[src/rtl/cpu_pkg.sv]
`default_nettype none
// +----------------------------------------------------------------------+
// | cpu_pkg: opcodes, FSM states and instruction fields for the ALU issue |
// | Revision: 1.0                                                        |
// +----------------------------------------------------------------------+
package cpu_pkg;

  localparam int DATA_W = 12;
  localparam int NREGS  = 4;

  localparam int OP_MSB  = 11;
  localparam int OP_LSB  = 8;
  localparam int RD_MSB  = 7;
  localparam int RD_LSB  = 6;
  localparam int RS_MSB  = 5;
  localparam int RS_LSB  = 4;
  localparam int RT_MSB  = 3;
  localparam int RT_LSB  = 2;
  localparam int IMM_MSB = 5;
  localparam int IMM_LSB = 0;

  localparam logic [3:0] OP_NOP = 4'b0000;
  localparam logic [3:0] OP_ADD = 4'b0001;
  localparam logic [3:0] OP_SUB = 4'b0010;
  localparam logic [3:0] OP_AND = 4'b0011;
  localparam logic [3:0] OP_OR  = 4'b0100;
  localparam logic [3:0] OP_NOT = 4'b0101;
  localparam logic [3:0] OP_LDI = 4'b0110;

  typedef enum logic [1:0] {
    IDLE = 2'd0,
    EXEC = 2'd1,
    WB   = 2'd2
  } state_t;

  function automatic logic is_alu_op(input logic [3:0] op);
    return (op >= OP_ADD) && (op <= OP_NOT);
  endfunction

  function automatic logic op_writes(input logic [3:0] op);
    return is_alu_op(op) || (op == OP_LDI);
  endfunction

  function automatic logic op_illegal(input logic [3:0] op);
    return op > OP_LDI;
  endfunction

endpackage
`default_nettype wire

[src/rtl/reg_file_4x12.sv]
`default_nettype none
// +----------------------------------------------------------------------+
// | reg_file_4x12: sync-write register file, two read ports + debug read |
// | Revision: 1.0                                                        |
// +----------------------------------------------------------------------+
module reg_file_4x12
  import cpu_pkg::*;
(
  input  logic              clk,
  input  logic              rst,
  input  logic              i_we,
  input  logic [1:0]        i_waddr,
  input  logic [DATA_W-1:0] i_wdata,
  input  logic [1:0]        i_raddr_a,
  input  logic [1:0]        i_raddr_b,
  input  logic [1:0]        i_dbg_addr,
  output logic [DATA_W-1:0] o_rdata_a,
  output logic [DATA_W-1:0] o_rdata_b,
  output logic [DATA_W-1:0] o_dbg_data
);

  logic [DATA_W-1:0] r_regs [NREGS];

  always_ff @(posedge clk) begin
    if (rst) begin
      for (int i = 0; i < NREGS; i++) begin
        r_regs[i] <= '0;
      end
    end else if (i_we) begin
      r_regs[i_waddr] <= i_wdata;
    end
  end

  assign o_rdata_a  = r_regs[i_raddr_a];
  assign o_rdata_b  = r_regs[i_raddr_b];
  assign o_dbg_data = r_regs[i_dbg_addr];

endmodule
`default_nettype wire

[src/rtl/alu_issue_unit.sv]
`default_nettype none
// +----------------------------------------------------------------------+
// | alu_issue_unit: 3-cycle issue/execute/writeback around external ALU  |
// | Revision: 1.0                                                        |
// +----------------------------------------------------------------------+
module alu_issue_unit
  import cpu_pkg::*;
(
  input  logic              clk,
  input  logic              rst,
  input  logic              instr_valid,
  output logic              instr_ready,
  input  logic [DATA_W-1:0] instr,
  output logic [DATA_W-1:0] alu_a,
  output logic [DATA_W-1:0] alu_b,
  output logic [3:0]        alu_sel,
  input  logic [DATA_W-1:0] alu_out,
  output logic              result_valid,
  output logic [DATA_W-1:0] result,
  output logic [1:0]        result_rd,
  output logic              illegal,
  input  logic [1:0]        dbg_addr,
  output logic [DATA_W-1:0] dbg_data
);

  state_t            r_state;
  state_t            w_state_nxt;
  logic [DATA_W-1:0] r_instr;
  logic [DATA_W-1:0] r_wb_data;
  logic [DATA_W-1:0] w_wb_data_nxt;
  logic [DATA_W-1:0] w_rs_data;
  logic [DATA_W-1:0] w_rt_data;
  logic [3:0]        w_op;
  logic [1:0]        w_rd;
  logic [1:0]        w_rs;
  logic [1:0]        w_rt;
  logic [5:0]        w_imm;
  logic              w_we;

  assign w_op  = r_instr[OP_MSB:OP_LSB];
  assign w_rd  = r_instr[RD_MSB:RD_LSB];
  assign w_rs  = r_instr[RS_MSB:RS_LSB];
  assign w_rt  = r_instr[RT_MSB:RT_LSB];
  assign w_imm = r_instr[IMM_MSB:IMM_LSB];

  reg_file_4x12 u_rf (
    .clk        (clk),
    .rst        (rst),
    .i_we       (w_we),
    .i_waddr    (w_rd),
    .i_wdata    (r_wb_data),
    .i_raddr_a  (w_rs),
    .i_raddr_b  (w_rt),
    .i_dbg_addr (dbg_addr),
    .o_rdata_a  (w_rs_data),
    .o_rdata_b  (w_rt_data),
    .o_dbg_data (dbg_data)
  );

  always_ff @(posedge clk) begin
    if (rst) begin
      r_state   <= IDLE;
      r_instr   <= '0;
      r_wb_data <= '0;
    end else begin
      r_state <= w_state_nxt;
      if (r_state == IDLE && instr_valid) begin
        r_instr <= instr;
      end
      if (r_state == EXEC) begin
        r_wb_data <= w_wb_data_nxt;
      end
    end
  end

  // All handshake and ALU-facing outputs decode from the current state, so
  // reset alone returns them to their idle values.
  always_comb begin
    w_state_nxt   = r_state;
    w_wb_data_nxt = '0;
    w_we          = 1'b0;
    instr_ready   = 1'b0;
    alu_a         = '0;
    alu_b         = '0;
    alu_sel       = OP_NOP;
    result_valid  = 1'b0;
    result        = '0;
    result_rd     = '0;
    illegal       = 1'b0;
    case (r_state)
      IDLE: begin
        instr_ready = 1'b1;
        if (instr_valid) begin
          w_state_nxt = EXEC;
        end
      end
      EXEC: begin
        alu_a = w_rs_data;
        alu_b = w_rt_data;
        if (is_alu_op(w_op)) begin
          alu_sel       = w_op;
          w_wb_data_nxt = alu_out;
        end else if (w_op == OP_LDI) begin
          w_wb_data_nxt = {{(DATA_W-6){1'b0}}, w_imm};
        end
        w_state_nxt = WB;
      end
      WB: begin
        if (op_writes(w_op)) begin
          w_we         = 1'b1;
          result_valid = 1'b1;
          result       = r_wb_data;
          result_rd    = w_rd;
        end
        illegal     = op_illegal(w_op);
        w_state_nxt = IDLE;
      end
      default: begin
        w_state_nxt = IDLE;
      end
    endcase
  end

endmodule
`default_nettype wire

[config.mk]
export PLATFORM = sky130hd
export DESIGN_NAME = alu_issue_unit
export DESIGN_NICKNAME = d
export VERILOG_FILES = /design/src/rtl/cpu_pkg.sv /design/src/rtl/reg_file_4x12.sv /design/src/rtl/alu_issue_unit.sv
export SDC_FILE = /design/constraint.sdc
export NUM_CORES = 1
export LEC_CHECK = 0
export CORE_ASPECT_RATIO = 1.4
export CORE_MARGIN = 2
export CORE_UTILIZATION = 40
export CTS_CLUSTER_DIAMETER = 50
export CTS_CLUSTER_SIZE = 8
export DETAILED_ROUTE_END_ITERATION = 8
export HOLD_SLACK_MARGIN = 0.1
export PLACE_DENSITY = 0.66
export SLEW_MARGIN = 5
export SYNTH_ARGS = -nofsm -noshare
export SYNTH_HDL_FRONTEND = slang
export SYNTH_SLANG_ARGS = --single-unit
[constraint.sdc]
create_clock -name clk -period 2.3 [get_ports clk]
set_input_delay 0.23 -clock clk [delete_from_list [all_inputs] [get_ports clk]]
set_output_delay 0.23 -clock clk [all_outputs]
set_load 0.05 [all_outputs]
==> results of run 1 <==
final timing paths:
| kind | from | slack [ns] | depth (start not counted) | endpoint |
|---|---|---|---|---|
| setup / recovery | r_state[1] | 0.13 | 5 | result[6] |
| setup reg to reg | r_state[1] | 0.42 | 4 | u_rf.r_regs[3][11] |
| hold / removal | alu_out[10] | 0.48 | 3 | r_wb_data[10] |
| hold reg to reg | r_wb_data[8] | 0.52 | 2 | r_wb_data[8] |
per-stage QoR:
step	util [%]	cells	hold WS (ns)	worst slack (ns)	cell area, sq um
after floorplan	-	339	0.3772	0.1160	4244
after global placement	54.76	553	0.5102	0.3561	5668
after detailed placement	54.76	553	0.5117	0.3676	5668
after CTS	57.50	569	0.4824	0.1272	5951
after global routing	57.50	569	0.5025	0.02405	5951
final	57.50	569	0.4844	0.1347	5951
worst max-delay path, stage by stage (launching register included):
cell and delay, ns:
dfxtp_1 0.43, nor3b_2 0.33, nand3_2 0.13, inv_2 0.26
and2_1 0.28, buf_12 0.17
cell type report:
| class | count | area, sq um | area share, % |
|---|---|---|---|
| Multi-Input combinational cell | 234 | 2073 | 34.84 |
| Inverter | 1 | 3.754 | 0.06308 |
| Clock buffer | 13 | 264.0 | 4.436 |
| Timing Repair Buffer | 102 | 1376 | 23.13 |
| Clock inverter | 3 | 18.77 | 0.3154 |
| Sequential cell | 78 | 2042 | 34.31 |
| Tap cell | 138 | 172.7 | 2.902 |
flip-flops by register name, indices dropped and copies added, names as in the netlist, named ones only:
register,cells
r_instr,12
r_state,2
r_wb_data,12
u_rf.r_regs,48
Yosys cell counts, types with 2 or more instances:
master,instances
o22ai_1,2
a32oi_1,12
nor2b_1,12
clkbuf_1,15
and2_1,38
mux2i_1,12
buf_4,3
buf_2,7
nand3_1,3
a21oi_1,5
nand2b_1,13
and4_1,2
nor3b_2,2
nand2_1,7
edfxtp_1,48
or3_1,2
nand4_1,7
mux4_2,36
nor2_1,50
o21ai_0,6
dfxtp_1,30
nor3b_1,6
nor4b_2,7
nor4b_1,3
nand3b_1,2
routing by layer:
metal	part of all wire [%]	wire, microns	up-vias	GRT usage (%)
li1	-	-	1457	-
met1	38	3840	1483	20.29
met2	55	5582	112	33.29
met3	4.6	468	20	3.230
met4	2.7	272	0	9.447
met5	0	0	-	0
cell families (layout without fill, tap and decap cells):
group           count (synthesis)  count (layout)  synth area share [%]
flops                          78              78                 48.18
compound gates                 28              28                 4.665
mux                            48              48                 21.97
simple gates                  157             157                 22.05
other cells                     1               1               0.08849
buf+inv                        27             119                 3.041
power breakdown:
group          total [mW]  switching, mW  internal (mW)
Sequential           1.60         0.0600           1.54
Clock                1.32          0.515          0.803
Combinational       0.628          0.331          0.298
==> flow_summary.json, run 1 <==
{
  "layout_min_cycle_time_ns": 2.165,
  "ys.flop_type": "edfxtp_1",
  "netlist-cell-type-count": 34,
  "max_cap_viol_count": 0,
  "insertion_delay_ns": 0.33,
  "power.total_mw": 3.545,
  "clkSinkCount": 78,
  "layout_commonest_cell": "nor2_1",
  "avgSynthCellArea_sq_um": 12.50,
  "place.gp.congestion": 0.7825,
  "synth_fp_nets": 368,
  "ys_ff_latch": 78,
  "diodes": 0,
  "power_density_nw_per_um2": 595.8,
  "first_iter_violations": 217,
  "relSlewSlack_pct": 53.92,
  "post_cts_buffers": 0,
  "ir_drop_mv": 0.4024,
  "status": "finished, final reports clean",
  "grt_pass1_wl_microns": 16010,
  "finalHoldViolations": 0,
  "dp.final_hpwl_microns": 7594,
  "die-area_sq_um": 11450,
  "final_cell_mix": "50 x nor2_1, 48 x edfxtp_1, 43 x buf_12, 38 x and2_1, 36 x mux4_2",
  "worstPathRequired_ns": 2.07,
  "netlist_area_sq_um": 4238,
  "setup.worst_path.end_class": "output port",
  "cellLeakagePower_nw": 2.068,
  "area_growth_pct": 40.42,
  "worstPathArrival_ns": 1.94,
  "fin_nets": 455,
  "synth_top_area_share_pct": 34.01,
  "drive_gt1_share_pct": 32.25,
  "clock_path_buffers": 2,
  "setup-tns-final_ns": 0,
  "route.detailed.drc": 0,
  "post_cts_resized": 0,
  "rows": 44,
  "core_sq_um": 10350,
  "grt_usage_pct": 18.31,
  "cts_tree": "yes",
  "holdBufCountCts": 0,
  "die_width_microns": 90.99,
  "antenna_found_initial": 0,
  "async_flop_share_pct": 0,
  "path_clk_slew_ns": 0.06,
  "fill_cells": 881,
  "synthCells": 339,
  "dr.pass1.iters": 4,
  "grt_overflow_total": 0,
  "die_h_microns": 125.8,
  "rsz0062_at_grt": "no",
  "wire_per_inst_microns": 17.86,
  "start_util_pct": 40.95,
  "worst_slew_pin_slew_ns": 0.6902,
  "drv_slew": 0,
  "synth-seq-area-share_pct": 48.18,
  "yosysWarnings": 0,
  "fin_crit_sh_pct": 94.14,
  "crit_type": "flop to output port",
  "ant_nets": 0,
  "routed_wirelength_microns": 10160,
  "yosys.area.top_type": "edfxtp_1",
  "yosys-top-cells-area": "edfxtp_1 34%, mux4_2 19%, dfxtp_1 14%",
  "io_buffer_count": 84,
  "synth_edf_count": 48,
  "fmax_mhz": 461.8,
  "critPathLaunchType": "flop",
  "cts-buffers-inserted": 9,
  "root_buffer": "clkbuf_16",
  "htreeDepth": 3,
  "design.portCount": 86,
  "min_path_type": "input port to flop",
  "vias_per_cell": 5.399,
  "setup_viol_count_final": 0,
  "vias": 3072,
  "fin_skew_ns": 0.004962,
  "grt_pass1_vias": 3063,
  "grt_max_degree": 48,
  "critPathMaxFanout": 18
}
Power figures use the tool's default switching activity.
==> run 2, diff against run 1 <==
==> constraint.sdc (replaced) <==
create_clock -name clk -period 2.7 [get_ports clk]
set_input_delay 0.27 -clock clk [delete_from_list [all_inputs] [get_ports clk]]
set_output_delay 0.27 -clock clk [all_outputs]
set_load 0.05 [all_outputs]
==> run 2 against run 1 <==
Effect of this change:
- combinational power fell by 17%
- via count fell by 0.36%
- worst hold slack better by 0.036 ns
- clock power decreased by 9.8%
- total power decreased by 13%
- final cell count shrank 0.18%
- critical endpoint is now alu_sel[1]
- die area stayed put
- clock-buffer cell count down 4
==> flow_summary.json, run 2 (same netlist as run 1, synthesis figures left out) <==
{
  "crit_type": "flop to output port",
  "ant_nets": 0,
  "worst_slack_ns": 0.2653,
  "p_switching_uw": 800.6,
  "seqPwrFrac_pct": 44.4,
  "dpl.cell_count": 552,
  "fin_nets": 454,
  "grt_pass1_vias": 3140,
  "setup-tns-final_ns": 0,
  "area_growth_pct": 39.80,
  "io_buffer_count": 84,
  "grt_overflow_total": 0,
  "start_util_pct": 40.95,
  "clkSinkCount": 78,
  "htreeDepth": 3,
  "core_sq_um": 10350,
  "root_buffer": "clkbuf_16",
  "min_path_type": "flop to flop",
  "worst_slew_pin_slew_ns": 0.6749,
  "cellLeakagePower_nw": 2.042,
  "rsz0062_at_grt": "no",
  "holdBufCountCts": 0,
  "first_iter_violations": 176,
  "power.share.clock_pct": 38.6,
  "grt_pass1_wl_microns": 15980,
  "cts_tree": "yes",
  "post_cts_resized": 0,
  "die-area_sq_um": 11450,
  "post_cts_buffers": 0,
  "design.portCount": 86,
  "critPathMaxFanout": 15,
  "setup_viol_count_final": 0,
  "power.total_mw": 3.076,
  "ir_drop_mv": 0.3739,
  "place.gp.congestion": 0.8180,
  "p_comb_share_pct": 17.0,
  "rows": 44,
  "status": "finished, final reports clean",
  "cp_slowest_cell": "clkdlybuf4s50_1",
  "reg_top3": "u_rf.r_regs: 48 flops, r_instr: 12 flops, r_wb_data: 12 flops",
  "die_width_microns": 90.99,
  "fin_cells": 568,
  "post-route-util_pct": 57.24,
  "route.detailed.drc": 0,
  "hold_ws_ns": 0.5203,
  "p_sw_share_pct": 26.02,
  "slowest_delay_ns": 0.83,
  "regMostFlops": "u_rf.r_regs",
  "die_h_microns": 125.8,
  "fin_skew_ns": 0.005767,
  "power_density_nw_per_um2": 519.3,
  "wire_per_inst_microns": 17.57,
  "path_clk_slew_ns": 0.06,
  "final_area_sq_um": 5924,
  "final_cell_mix": "50 x nor2_1, 48 x edfxtp_1, 40 x buf_12, 38 x and2_1, 36 x mux4_2",
  "path_cells": "nor2b_1 > nor3b_1 > clkdlybuf4s50_1",
  "dp.final_hpwl_microns": 7549,
  "drive_gt1_share_pct": 30.93,
  "layout_commonest_cell": "nor2_1",
  "diodes": 0,
  "ff2ff_setup_slack_ns": 0.66,
  "grt_usage_pct": 17.98,
  "insertion_delay_ns": 0.33,
  "grt_max_degree": 33,
  "layout_min_cycle_time_ns": 2.435,
  "antenna_found_initial": 0,
  "max_cap_viol_count": 0,
  "clock_path_buffers": 2,
  "largest_register_ffs": 48,
  "worstPathRequired_ns": 2.43,
  "routed_wirelength_microns": 9978,
  "fmax_mhz": 410.7,
  "p_int_mw": 2.276,
  "vias": 3061,
  "dr.pass1.iters": 4,
  "critPathLaunchType": "flop",
  "dp_slack_ns": 0.6390,
  "drv_slew": 0,
  "fin_crit_sh_pct": 90.18,
  "finalHoldViolations": 0,
  "setup.worst_path.end_class": "output port",
  "cts-buffers-inserted": 9,
  "place_area_sq_um": 5627,
  "relSlewSlack_pct": 54.94,
  "vias_per_cell": 5.389,
  "worstPathArrival_ns": 2.16
}
-- run 2: changes by cell type in the layout (fill, tap and decap cells not counted), moves of 2 or more --
cell / previous run / this run
buf_12: 43 / 40
buf_4: 30 / 28
clkdlybuf4s50_1: 29 / 33
clkbuf_2: 2 / 0
-- run 2: worst paths after layout --
kind / cells past startpoint / end / from
worst max-delay path: 3 / alu_sel[1] / r_instr[9]
worst min-delay path: 2 / r_wb_data[8] / r_wb_data[8]
worst max register to register: 4 / u_rf.r_regs[3][11] / r_instr[9]
worst min register to register: 2 / r_wb_data[8] / r_wb_data[8]
-- run 2: layout make-up --
type                       instances  area [sq um]
clock inverter                     7         72.57
sequential                        78          2042
inverter                           1         3.754
tap                              138         172.7
timing repair buffer             101          1341
multi-input combinational        234          2067
clock buffer                       9         225.2
fill                             864          4425
-- run 2: critical path: cells and delay by family (launching register included) --
| family | cells | cell delay, ns |
|---|---|---|
| DFF | 1 | 0.59 |
| and+or+nand+nor | 2 | 0.41 |
| buffers and inverters | 1 | 0.83 |
-- run 2: routing by layer --
metal  vias to the layer above  global-route usage [%]  wire length (microns)
met5                         -                       0                      0
met4                         0                   9.358                    189
met3                        12                   2.691                    417
met2                        97                   31.98                   5393
met1                      1499                   20.82                   3977
li1                       1453                       -                      -
-- run 2: power groups by stage --
stage | clock (mW) | sequential, mW | combinational [mW]
CTS | 1.20 | 1.36 | 0.530
finish | 1.19 | 1.37 | 0.524
floorplan | 0 | 1.36 | 0.350
global placement | 0 | 1.38 | 0.523
global route | 1.25 | 1.37 | 0.555
detailed placement | 0 | 1.39 | 0.530
